`config.mk`:
```
export PLATFORM = sky130hd
export DESIGN_NAME = vec_seq_ctrl
export DESIGN_NICKNAME = d
export VERILOG_FILES = /design/src/rtl/vec_pkg.sv /design/src/rtl/lane_mask_gen.sv /design/src/rtl/vec_seq_ctrl.sv
export SDC_FILE = /design/constraint.sdc
export NUM_CORES = 1
export LEC_CHECK = 0
export CAP_MARGIN = 20
export CORE_UTILIZATION = 46
export DETAILED_ROUTE_END_ITERATION = 16
export PLACE_DENSITY = 0.78
export SKIP_LAST_GASP = 1
export SLEW_MARGIN = 20
export SYNTH_ARGS = -nofsm -noshare
export SYNTH_HDL_FRONTEND = slang
export SYNTH_SLANG_ARGS = --single-unit
```
`constraint.sdc`:
```
create_clock -name clk -period 3.1 [get_ports clk]
set_input_delay 0.775 -clock clk [delete_from_list [all_inputs] [get_ports clk]]
set_output_delay 0.775 -clock clk [all_outputs]
set_load 0.01 [all_outputs]
```
`src/rtl/vec_pkg.sv`:
```
// vec_pkg: opcode constants, class decode, FSM states and default sizing for vec_seq_ctrl
package vec_pkg;
  localparam int LANES_DEF = 4;
  localparam int VLEN_MAX_DEF = 16;
  localparam logic [3:0] OP_CMP = 4'b0111;
  localparam logic [3:0] OP_LD = 4'b1010;
  localparam logic [3:0] OP_ST = 4'b1011;
  typedef enum logic [1:0] {IDLE, ALU, MEM} state_t;
  function automatic logic is_alu(input logic [3:0] op);
    return ~op[3];
  endfunction
  function automatic logic is_mem(input logic [3:0] op);
    return op == OP_LD || op == OP_ST;
  endfunction
endpackage

```
`src/rtl/lane_mask_gen.sv`:
```
// lane_mask_gen: per-lane enables, trimming the tail of the final element group
module lane_mask_gen import vec_pkg::*; #(
  parameter int LANES = LANES_DEF,
  parameter int GW = 2
) (
  input  logic [4:0]       eff_len,
  input  logic [GW-1:0]    group_idx,
  input  logic             last_group,
  output logic [LANES-1:0] lane_en
);
  always_comb
    for (int i = 0; i < LANES; i++)
      lane_en[i] = ~last_group | (int'(group_idx) * LANES + i < int'(eff_len));
endmodule

```
`src/rtl/vec_seq_ctrl.sv`:
```
// vec_seq_ctrl: sequences vector ALU and load/store instructions over LANES-wide element groups
module vec_seq_ctrl import vec_pkg::*; #(
  parameter int LANES = LANES_DEF,
  parameter int VLEN_MAX = VLEN_MAX_DEF
) (
  input  logic                               clk,
  input  logic                               reset,
  input  logic                               issueValid,
  input  logic [3:0]                         opcodeD,
  input  logic [4:0]                         vecLen,
  input  logic                               flushE,
  input  logic                               memReady,
  output logic                               stallF,
  output logic                               stallD,
  output logic [LANES-1:0]                   laneEn,
  output logic [$clog2(VLEN_MAX/LANES)-1:0]  groupIdx,
  output logic                               aluIssue,
  output logic                               memReq,
  output logic                               flagUpdate,
  output logic                               busy,
  output logic                               done
);
  localparam int GW = $clog2(VLEN_MAX / LANES);
  localparam int LW = $clog2(LANES);
  state_t state, state_n;
  logic [3:0] op_q, op_n;
  logic [4:0] len_q, len_n, eff_len;
  logic [GW-1:0] grp, grp_n;
  logic [LANES-1:0] mask;
  logic accept, last, advance, done_n;
  lane_mask_gen #(.LANES(LANES), .GW(GW)) u_mask (
    .eff_len(len_q), .group_idx(grp), .last_group(last), .lane_en(mask)
  );
  always_ff @(posedge clk or posedge reset)
    if (reset) begin
      state <= IDLE;
      op_q <= '0;
      len_q <= '0;
      grp <= '0;
      done <= 1'b0;
    end else begin
      state <= state_n;
      op_q <= op_n;
      len_q <= len_n;
      grp <= grp_n;
      done <= done_n;
    end
  // accept is gated by reset so stalls drop the instant reset asserts
  always_comb begin
    eff_len = (int'(vecLen) > VLEN_MAX) ? 5'(VLEN_MAX) : vecLen;
    accept = ~reset & (state == IDLE) & issueValid & (is_alu(opcodeD) | is_mem(opcodeD))
           & (eff_len != 5'd0) & ~flushE;
    last = (state != IDLE) && (grp == GW'((len_q - 5'd1) >> LW));
    advance = (state == ALU) || (state == MEM && memReady);
    aluIssue = state == ALU;
    memReq = state == MEM;
    busy = state != IDLE;
    flagUpdate = aluIssue & last & (op_q == OP_CMP);
    stallF = accept | (busy & ~(last & advance));
    stallD = stallF;
    laneEn = (busy & ~flushE) ? mask : '0;
    groupIdx = grp;
    state_n = state;
    op_n = op_q;
    len_n = len_q;
    grp_n = grp;
    done_n = 1'b0;
    if (accept) begin
      state_n = is_mem(opcodeD) ? MEM : ALU;
      op_n = opcodeD;
      len_n = eff_len;
      grp_n = '0;
    end else if (busy && flushE) begin
      state_n = IDLE;
      grp_n = '0;
    end else if (advance) begin
      state_n = last ? IDLE : state;
      grp_n = last ? '0 : grp + GW'(1);
      done_n = last;
    end
  end
endmodule

```
* After elaboration in Yosys (flattened, before gate mapping) *
Cells that the tools add are included.

word-level totals
  bits in registers = 14
  output and inout port bits = 13
  logic and storage cells = 67

operators by class
  add/subtract/negate cells = 5
  magnitude comparators = 5
  eq/ne operators = 6
  mux-type cells = 14
  bitwise logic cells = 21
  reduce and logical (&&, ||, !) cells = 11

operators by type and width
  kind                                                  count
  two-way mux 2 bit                                     9
  less-than comparator 5 bit                            3
  adder 4 x 2 -> 5 bit, second input constant           2
  bitwise AND 1 bit                                     10
  == test 4 bit, second input constant                  2
  OR 1 bit                                              6
  nonzero test 3 bit                                    2
  adder 4 x 1 -> 5 bit, second input constant           1
  greater-than comparator 5 bit, second input constant  1
  less-than comparator 4 x 5 -> 1 bit                   1
  two-way mux 5 bit                                     1
  inverter 1 bit                                        5
  nonzero test 5 bit                                    1
  == test 4 x 3 -> 1 bit, second input constant         1
  two-way mux 4 bit                                     1
  subtractor 4 x 1 -> 4 bit, second input constant      1
  logical AND 1 bit                                     3
  two-way mux 1 bit                                     3
  adder 2 x 1 -> 2 bit, second input constant           1
  == test 2 x 1 -> 1 bit, second input constant         1
  == test 2 bit                                         1
  == test 2 bit, second input constant                  1
  zero test 2 bit                                       1
  logical OR 1 bit                                      2
  other kinds (2)                                       2

* Longest topological paths before layout *
Gate-level depths: netlist of run 1.

  depth in word-level cells = 8
  mapped depth = 7
  gate-level depth less buffers = 6

* By module *
A second synthesis of run 1 with hierarchy kept.

second synthesis, totals
  cell total of the unflattened synthesis = 95
  area, all modules = 948.4 µm²

by module, submodules not included
  module         instances  cells an instance  area an instance (µm²)
  vec_seq_ctrl   1          78                 823.3
  lane_mask_gen  1          17                 125.1

* Worst setup path after synthesis of run 1 *
OpenSTA, ideal clock, no wires.

  path type = input port to output port
  from = input port reset
  to = output port stallF
  arrival = 2.100 ns
  slack = 0.225 ns
  cell stages on the path = 6
  path buffers = 2
  cells stage by stage = or3b_1 -> a211oi_2 -> and2_1 -> buf_2 -> a2bb2oi_1 -> buf_4

between the ends
  cells in the longest elaborated chain, start to end = 7

ends and longest elaborated chain
  what                             RTL line            text
  from (decl)                      vec_seq_ctrl.sv:7   input logic reset,
  inverter 1 bit                   vec_seq_ctrl.sv:51  accept = ~reset & (state == IDLE) & issueValid & (is_alu(opcodeD) | is_mem(opcodeD))
  bitwise AND 1 bit (3 in series)  vec_seq_ctrl.sv:51
  bitwise AND 1 bit (2 in series)  vec_seq_ctrl.sv:52  & (eff_len != 5'd0) & ~flushE;
  OR 1 bit                         vec_seq_ctrl.sv:59  stallF = accept | (busy & ~(last & advance));
  to (decl)                        vec_seq_ctrl.sv:13  output logic stallF,

No other way between the ends.

* Worst setup path after layout of run 1 *
  from = input port vecLen[2]
  to = output port stallD

between the ends
  cells in the longest elaborated chain, start to end = 6

ends and longest elaborated chain
  what                                 RTL line            text
  from (decl)                          vec_seq_ctrl.sv:10  input logic [4:0] vecLen,
  greater-than comparator 5 bit        vec_seq_ctrl.sv:50  eff_len = (int'(vecLen) > VLEN_MAX) ? 5'(VLEN_MAX) : vecLen;
  two-way mux 5 bit (*)                vec_seq_ctrl.sv:50
  nonzero test 5 bit (*)               vec_seq_ctrl.sv:52
  bitwise AND 1 bit (*) (2 in series)  vec_seq_ctrl.sv:52
  OR 1 bit (*)                         vec_seq_ctrl.sv:59
  to (decl)                            vec_seq_ctrl.sv:14  output logic stallD,

Every way passes the cells marked *; elsewhere a longest branch is shown, timed or not.

==> impl_metrics.tcl, run 1 <==
set metrics [dict create \
    rows 15 \
    tns_ns 0 \
    track_usage_pct 24.8 \
    via_count 901 \
    synth.area.top_cells "dfrtp_1, a21oi_1, ha_1" \
    worstPathCellList "clkdlybuf4s50_1, nor4_1, a211oi_2, and2_4, a2bb2oi_2, buf_2" \
    cts-root-buf "clkbuf_4" \
    htreeDepth 1 \
    top_layer_used "met4" \
    syn_inst 94 \
    dr_wl_met3_microns 127 \
    final_common_cell "clkdlybuf4s50_1" \
    reg2regPathDepth 5 \
    p_leak_uw 0.000692 \
    drt_wl_total_microns 2210 \
    postCtsHoldBufs 0 \
    dr_wl_met2_microns 1070 \
    vias_per_cell 5.74 \
    criticalPathCategory "primary input to output port" \
    cts_sinks 14 \
    ios 27 \
    cp-start-kind "primary input" \
    r2r_slack_ns 1.29 \
    gp_congestion 0.819 \
    grt_pass1_vias 845 \
    finClkSkew_ns 0.00192 \
    rsz0062_at_grt "false" \
    die_w_microns 46.6 \
    fmax_ghz 0.339 \
    critPathMaxStageDelay_ns 0.42 \
    drc_errors 0 \
    drt_iter0_drc 24 \
    min-delay-start "op_q[2]" \
    drive_gt1_share_pct 19.7 \
    worst_pin_slew_ns 0.546 \
    met1_length_microns 992 \
    avgSynthCellArea_sq_um 9.74 \
    finalCritPeriodShare_pct 95.1 \
    chipHeight_microns 46.6 \
    coreArea_sq_mm 0.00180 \
    finalSetupViolCount 0 \
    place_ws_ns -0.419 \
    placed_area_sq_mm 0.00127 \
    syn-num-nets 111 \
    synth_top_area_share_pct 38.3 \
    power.total_uw 932 \
    synth-seq-area-share_pct 38.3 \
    drtAntennaViolNets 0 \
    overflow 0 \
    cts_buffer_depth 2 \
    nets 151 \
    final_cell_mix "clkdlybuf4s50_1, dfrtp_1, buf_4, a21oi_1, dlymetal6s2s_1" \
    dp.final_hpwl_microns 1680 \
    crit_slowest_cell "clkdlybuf4s50_1" \
    clk_latency_ns 0.29 \
    min_period_ns 2.95 \
    synth_warnings 0 \
    dieArea_sq_mm 0.00217 \
    slew_viol_final 0 \
    io_buffers 26 \
    path_max_fanout 2 \
    cts-buffers-inserted 3 \
    status "complete, no violations" \
    reg2reg_from "state[1]" \
    grt_pass1_wl_microns 3700 \
    hold_path_class "flop to flop" \
    fin_area_sq_mm 0.00132 \
    setup_slack_ns 0.153 \
    cts_tree "done" \
    p_per_area_mw_per_mm2 705 \
    hold_viol 0 \
    grt_max_degree 15 \
    initial_core_util_pct 50.8 \
    antenna_found_initial 0 \
    synth_top_area_cell "dfrtp_1" \
    arrival_ns 2.17 \
    synth_cell_type_count 39 \
    syn_area_sq_um 916 \
    drv_cap 0 \
    firstDrtPassIters 4 \
    antenna_cells 0 \
    cp-end-kind "output port" \
    syn2layout_area_growth_pct 44.4 \
    slew_headroom_pct 63.5 \
    critical_path_required_ns 2.32 \
    clkTransAtPathRegs_ns 0.08 \
    synth-seq-cells 14 \
    holdPathStages 1 \
    vdd_drop_max_v 0.000446 \
    post_drt_wl_per_cell_microns 14.1 \
    hold-path-endpoint "op_q[2]" \
    rr_endpoint "op_q[2]" \
]
Yosys cell counts, drive strengths merged:
library cell and n:
nand2b 4, a211oi 1, a22oi 1, a32oi 1, dfrtp 14, and4 1
nand2 5, or3 1, nand3 2, and2 1, a21boi 2, o21ai 4
a21o 2, nor4 1, nand3b 1, or2 1, nor2b 4, buf 4
ha 3, and3 1, a221oi 2, a41oi 1, a2bb2oi 1, mux2 4
a32o 1, o32ai 1, and4b 1, xnor2 1, inv 7, a21oi 12
mux2i 1, a31o 4, nor2 1, nand4b 1, o22ai 1, or3b 1
per-stage QoR:
step	instances	utilization (%)	hold slack, ns
6_report	157	73.4	0.491
4_1_cts	157	72.2	0.497
5_1_grt	157	73.4	0.525
3_3_place_gp	153	70.6	0.469
2_1_floorplan	94	-	0.457
3_5_place_dp	153	70.6	0.478
critical path, delay by kind of cell:
| family | cells | cell delay (ns) |
|---|---|---|
| compound gates | 2 | 0.28 |
| buf+inv | 2 | 0.56 |
| simple gates | 2 | 0.57 |
repair_timing:
action,in CTS,in global routing
setup buffers,1,0
gates cloned,0,0
endpoints found under the setup margin,7,7
gates resized for setup,10,9
pin swaps,2,3
sequential cells by signal, summed over array words and instances, names as in the netlist:
register and cells:
groupIdx 2, state 2, len_q 5, op_q 4, done 1
metal layers:
metal	global-route usage [%]	vias to the layer above
li1	-	433
met1	33.8	434
met2	37.5	31
met3	7.06	3
met4	8.00	0
met5	0	-
power breakdown:
group	switching [uW]	leakage [uW]	total (uW)	internal, uW
Clock	61.4	0.0000138	107	45.3
Combinational	241	0.000499	520	279
Sequential	64.0	0.000179	305	241
Total	367	0.000692	932	565
final cells by class:
class,count,area [sq um]
Clock buffer,3,22.5
Sequential cell,14,352
Tap cell,25,31.3
Timing Repair Buffer,39,368
Fill cell,147,479
Inverter,7,26.3
Multi-Input combinational cell,69,523
logic make-up after synthesis:
logic type / after synthesis / share of synthesized area (%)
DFF: 14 / 38.3
xor gates and xnor gates: 1 / 0.956
and+or+nand+nor: 26 / 17.8
adders and majority gates: 3 / 4.10
buffers and inverters: 11 / 5.60
AOI/OAI and AO/OA: 34 / 25.5
muxes: 5 / 7.79
worst max-delay path by stage:
stage,startpoint,to,slack (ns),cells past startpoint
after floorplan,reset,stallF,0.22,6
after global placement,reset,stallD,-0.36,6
after detailed placement,reset,stallD,-0.42,6
after CTS,len_q[0],flagUpdate,0.006,5
after global routing,vecLen[2],stallD,0.12,6
final,vecLen[2],stallD,0.15,6
(Power assumes the default switching activity.)
==> run 2: changes to the inputs <==
--- a/config.mk
+++ b/config.mk
@@ -6,11 +6,13 @@
 export NUM_CORES = 1
 export LEC_CHECK = 0
 export CAP_MARGIN = 20
-export CORE_UTILIZATION = 46
+export CORE_UTILIZATION = 41
+export CTS_CLUSTER_DIAMETER = 150
 export DETAILED_ROUTE_END_ITERATION = 16
-export PLACE_DENSITY = 0.78
+export PLACE_DENSITY = 0.74
 export SKIP_LAST_GASP = 1
 export SLEW_MARGIN = 20
 export SYNTH_ARGS = -nofsm -noshare
 export SYNTH_HDL_FRONTEND = slang
 export SYNTH_SLANG_ARGS = --single-unit
+export TNS_END_PERCENT = 100
==> constraint.sdc (replaced) <==
create_clock -name clk -period 2.4 [get_ports clk]
set_input_delay 0.6 -clock clk [delete_from_list [all_inputs] [get_ports clk]]
set_output_delay 0.6 -clock clk [all_outputs]
set_load 0.01 [all_outputs]
==> run 2 against run 1 <==
The flow now finishes with violations (negative setup slack). Non-clock buffer count rose by 14. Sequential cell count did not move. Clock skew rose by 0.0075 ns. Worst setup slack got worse by 0.28 ns. Sequential power rose by 21%. Count of clock-buffer cells in the layout did not move. Cell count rose by 10%. Combinational power rose by 68%. Hold slack got worse by 0.054 ns. Utilization fell by 2.9 points. Critical path type is now flop to output port. Highest routed layer unchanged.
==> impl_metrics.tcl, run 2 (same netlist as run 1, synthesis figures left out) <==
set metrics [dict create \
    clkTransAtPathRegs_ns 0.08 \
    via_count 957 \
    drtAntennaViolNets 0 \
    drt_wl_total_microns 2490 \
    cts_buffer_depth 2 \
    overflow 0 \
    finalCritPeriodShare_pct 105 \
    ios 27 \
    rr_endpoint "op_q[2]" \
    firstDrtPassIters 4 \
    p_per_area_mw_per_mm2 964 \
    path_max_fanout 4 \
    hold_path_class "primary input to async pin" \
    grt_pass1_vias 996 \
    final_util_pct 70.5 \
    final_cell_mix "buf_4, dfrtp_1, a21oi_1, clkdlybuf4s50_1, inv_1" \
    gp_congestion 0.818 \
    slew_viol_final 0 \
    largest_reg_flops 5 \
    final_common_cell "buf_4" \
    violations "negative setup slack" \
    grt_pass1_wl_microns 4480 \
    cts-root-buf "clkbuf_4" \
    p_leak_uw 0.000685 \
    antenna_cells 0 \
    finalSetupViolCount 7 \
    finClkSkew_ns 0.00942 \
    postCtsHoldBufs 0 \
    grt_max_degree 15 \
    cts_tree "done" \
    slew_headroom_pct 61.8 \
    hold_viol 0 \
    drive_gt1_share_pct 32.9 \
    place_ws_ns -0.725 \
    antenna_found_initial 0 \
    rows 16 \
    worst_pin_slew_ns 0.573 \
    drc_errors 0 \
    cts_sinks 14 \
    arrival_ns 1.93 \
    rsz0062_at_grt "true" \
    dieArea_sq_mm 0.00243 \
    top_regs "len_q: 5 flops, op_q: 4 flops" \
    syn2layout_area_growth_pct 55.6 \
    drv_cap 0 \
    fmax_ghz 0.396 \
    reg2regPathDepth 9 \
    die_w_microns 49.3 \
    clk_latency_ns 0.29 \
    r2r_slack_ns 0.39 \
    cp-start-kind "flop" \
    dp.cells 164 \
    critical_path_required_ns 1.80 \
    initial_core_util_pct 45.3 \
    stdcell_count 173 \
    dp.final_hpwl_microns 1780 \
    htreeDepth 1 \
    top_register "len_q" \
    post_drt_wl_per_cell_microns 14.4 \
    coreArea_sq_mm 0.00202 \
    chipHeight_microns 49.3 \
    vdd_drop_max_v 0.000542 \
    worstSetupEndpoint "laneEn[2]" \
    min_period_ns 2.53 \
    status "finished, violations left" \
    drt_iter0_drc 19 \
    vias_per_cell 5.53 \
    setup_slack_ns -0.126 \
    crit_start "len_q[1]" \
    nets 165 \
    track_usage_pct 24.2 \
    cts-buffers-inserted 3 \
    tns_ns -0.770 \
    io_buffers 26 \
    criticalPathCategory "flop to output port" \
    reg2reg_from "state[1]" \
    cp-end-kind "output port" \
]
## run 2: cell count changes in the layout (fill, tap and decap cells not counted), moves of 4 or more
cell	before	now
buf_6	0	4
buf_2	2	6
buf_4	13	25
dlygate4sd2_1	0	5
dlymetal6s2s_1	8	0
clkdlybuf4s50_1	16	12
## run 2: routing by layer
layer	vias to the layer above	track usage [%]	routed length, microns
met5	-	0	0
met4	0	6.86	53
met3	7	5.61	179
met2	34	44.5	1230
met1	460	27.4	1030
li1	456	-	-
## run 2: cell type report
type / instances / area, sq um
clock buffer: 3 / 22.5
timing repair buffer: 53 / 437
sequential: 14 / 350
inverter: 7 / 26.3
tap: 27 / 33.8
multi-input combinational: 69 / 556
fill: 173 / 597
## run 2: worst min-delay path by stage
stage | start | end | slack (ns) | cells past startpoint
after floorplan | op_q[2] | op_q[2] | 0.46 | 1
after global placement | op_q[2] | op_q[2] | 0.47 | 1
after detailed placement | op_q[0] | op_q[0] | 0.48 | 1
after CTS | reset | op_q[3] | 0.45 | 2
after global routing | reset | len_q[3] | 0.49 | 2
final | reset | op_q[3] | 0.44 | 2
## run 2: critical path, cell delays in order (launching register included)
cell     delay (ns)
dfrtp_1        0.40
or3_4          0.38
mux2_4         0.29
mux2i_4        0.23
buf_6          0.15
a21oi_1        0.05
buf_2          0.14
## run 2: stage by stage
stage / area [sq um] / hold slack, ns / total power (uW)
4_1_cts: 1430 / 0.449 / 1360
5_1_grt: 1430 / 0.491 / 1480
3_3_place_gp: 1360 / 0.470 / 1140
2_1_floorplan: 933 / 0.457 / 825
3_5_place_dp: 1360 / 0.481 / 1160
6_report: 1430 / 0.437 / 1370
## run 2: power by group
part	switching (uW)	leakage, uW	internal [uW]	total (uW)
Clock	76.1	0.0000138	58.4	134
Sequential	58.2	0.000180	310	368
Combinational	394	0.000491	477	871
Total	528	0.000685	845	1370
## run 2: timing repair
action / CTS / global route
endpoints found under the setup margin: 7 / 11
setup buffers: 7 / 0
gates resized for setup: 47 / 2
pin swaps: 5 / 2
==> run 3: changes to the inputs <==
--- a/config.mk
+++ b/config.mk
@@ -6,10 +6,9 @@
 export NUM_CORES = 1
 export LEC_CHECK = 0
 export CAP_MARGIN = 20
-export CORE_UTILIZATION = 41
+export CORE_UTILIZATION = 30
 export CTS_CLUSTER_DIAMETER = 150
 export DETAILED_ROUTE_END_ITERATION = 16
-export PLACE_DENSITY = 0.74
 export SKIP_LAST_GASP = 1
 export SLEW_MARGIN = 20
 export SYNTH_ARGS = -nofsm -noshare
==> run 3 against run 2 <==
The flow finishes with violations (design-rule violations, negative setup slack). Clock skew down 0.0073 ns. Register-to-register slack worse by 0.02 ns. Global-route usage down 6.8 points. Combinational power up 7.0%.
==> impl_metrics.tcl, run 3 (same netlist as run 1, synthesis figures left out) <==
set metrics [dict create \
    power.total_uw 1460 \
    firstDrtPassIters 10 \
    chipHeight_microns 57.3 \
    grt_pass1_wl_microns 4350 \
    clk_latency_ns 0.28 \
    clkTransAtPathRegs_ns 0.09 \
    drc_errors 1 \
    arrival_ns 1.90 \
    nets 173 \
    cts-root-buf "clkbuf_4" \
    crit_slowest_cell "dfrtp_1" \
    slew_viol_final 0 \
    rsz0062_at_grt "true" \
    cts_sinks 14 \
    tns_ns -0.603 \
    critPathMaxStageDelay_ns 0.41 \
    hold_path_class "primary input to async pin" \
    vdd_drop_max_v 0.000335 \
    vias_per_cell 5.20 \
    dp.final_hpwl_microns 2020 \
    drtAntennaViolNets 0 \
    antenna_cells 0 \
    ios 27 \
    violations "design-rule violations, negative setup slack" \
    worstPathCellList "or3_4, mux2_4, mux2i_4, buf_6, a21oi_1, buf_2" \
    htreeDepth 1 \
    place_ws_ns -0.725 \
    gp_congestion 0.778 \
    antenna_found_initial 0 \
    coreArea_sq_mm 0.00283 \
    critical_path_required_ns 1.80 \
    overflow 0 \
    fillCellCount 265 \
    top_regs "len_q: 5 flops, op_q: 4 flops" \
    postCtsHoldBufs 0 \
    finalSetupViolCount 7 \
    hold_viol 0 \
    cp-end-kind "output port" \
    criticalPathCategory "flop to output port" \
    grt_pass1_vias 976 \
    p_per_area_mw_per_mm2 972 \
    drt_wl_total_microns 2600 \
    finalCritPeriodShare_pct 104 \
    worst_pin_slew_ns 0.571 \
    io_buffers 26 \
    min_period_ns 2.50 \
    drt_iter0_drc 32 \
    post_drt_wl_per_cell_microns 14.0 \
    largest_reg_flops 5 \
    dieArea_sq_mm 0.00328 \
    die_w_microns 57.3 \
    fmax_ghz 0.400 \
    via_count 967 \
    final_common_cell "buf_4" \
    path_max_fanout 4 \
    finClkSkew_ns 0.00213 \
    cp-start-kind "flop" \
    r2r_slack_ns 0.37 \
    track_usage_pct 17.4 \
    setup_slack_ns -0.0979 \
    reg2reg_from "state[1]" \
    rows 19 \
    cts_buffer_depth 2 \
    final_cell_mix "buf_4, dfrtp_1, clkdlybuf4s50_1, a21oi_1, inv_1" \
    syn2layout_area_growth_pct 64.5 \
    slew_headroom_pct 61.9 \
    status "finished, violations left" \
    p_leak_uw 0.000733 \
    grt_max_degree 15 \
    top_register "len_q" \
    rr_endpoint "op_q[0]" \
    reg2regPathDepth 10 \
    cts_tree "done" \
    drv_cap 0 \
    initial_core_util_pct 32.4 \
    drive_gt1_share_pct 36.1 \
    cts-buffers-inserted 3 \
]
-- run 3: cell count changes in the layout (fill, tap and decap cells not counted), sizes merged --
cell / previous run / this run
clkdlybuf4s15: 1 / 2
clkbuf: 3 / 4
buf: 35 / 42
-- run 3: what timing repair did --
item / CTS / global route
cloned: 0 / 0
endpoints found under the hold margin: 0 / 0
resized for setup: 43 / 4
pin swaps: 5 / 1
buffers inserted: 7 / 1
endpoints found under the setup margin: 7 / 10
-- run 3: report_power, final --
group	switching (uW)	total, uW	internal [uW]
clock network	78.9	171	92.4
registers	50.6	360	310
logic	410	932	523
total	539	1460	925
-- run 3: worst max-delay path by stage --
stage          startpoint   endpoint  slack, ns  depth (start not counted)
6_report         len_q[1]  laneEn[0]       -0.1                          6
5_1_grt          len_q[1]  laneEn[3]      -0.20                          6
4_1_cts          len_q[1]  laneEn[0]      -0.11                          6
3_5_place_dp   issueValid     stallF      -0.73                          6
3_3_place_gp   issueValid     stallF      -0.71                          6
2_1_floorplan       reset     stallF       0.02                          6
-- run 3: worst max-delay path, delay by kind of cell, from the launching register on --
kind,cells,cell delay (ns)
multiplexers,2,0.50
AND/OR/NAND/NOR,1,0.38
AO/OA/AOI/OAI,1,0.05
flip-flops,1,0.41
buffers and inverters,2,0.28
-- run 3: cell type report --
| class | instances | area, sq um | share of cell area, % |
|---|---|---|---|
| timing repair buffer | 61 | 502 | 33.3 |
| multi-input combinational | 69 | 553 | 36.7 |
| clock buffer | 4 | 36.3 | 2.41 |
| tap | 31 | 38.8 | 2.57 |
| inverter | 7 | 26.3 | 1.74 |
| sequential | 14 | 350 | 23.3 |
-- run 3: stage by stage --
| stage | utilization, % | std cells | area [sq um] | hold slack, ns |
|---|---|---|---|---|
| detailed placement | 49.8 | 174 | 1410 | 0.477 |
| global route | 53.3 | 186 | 1510 | 0.467 |
| finish | 53.3 | 186 | 1510 | 0.462 |
| floorplan | - | 94 | 933 | 0.457 |
| CTS | 52.3 | 185 | 1480 | 0.461 |
| global placement | 49.8 | 174 | 1410 | 0.473 |
-- run 3: per-layer routing --
metal	share of wire, %	vias to the layer above	global-route usage (%)	wire (microns)
met3	4.2	2	4.08	110
li1	-	474	-	-
met5	0	-	0	0
met1	45	462	22.6	1180
met4	0.46	0	3.14	12
met2	50	29	29.9	1300
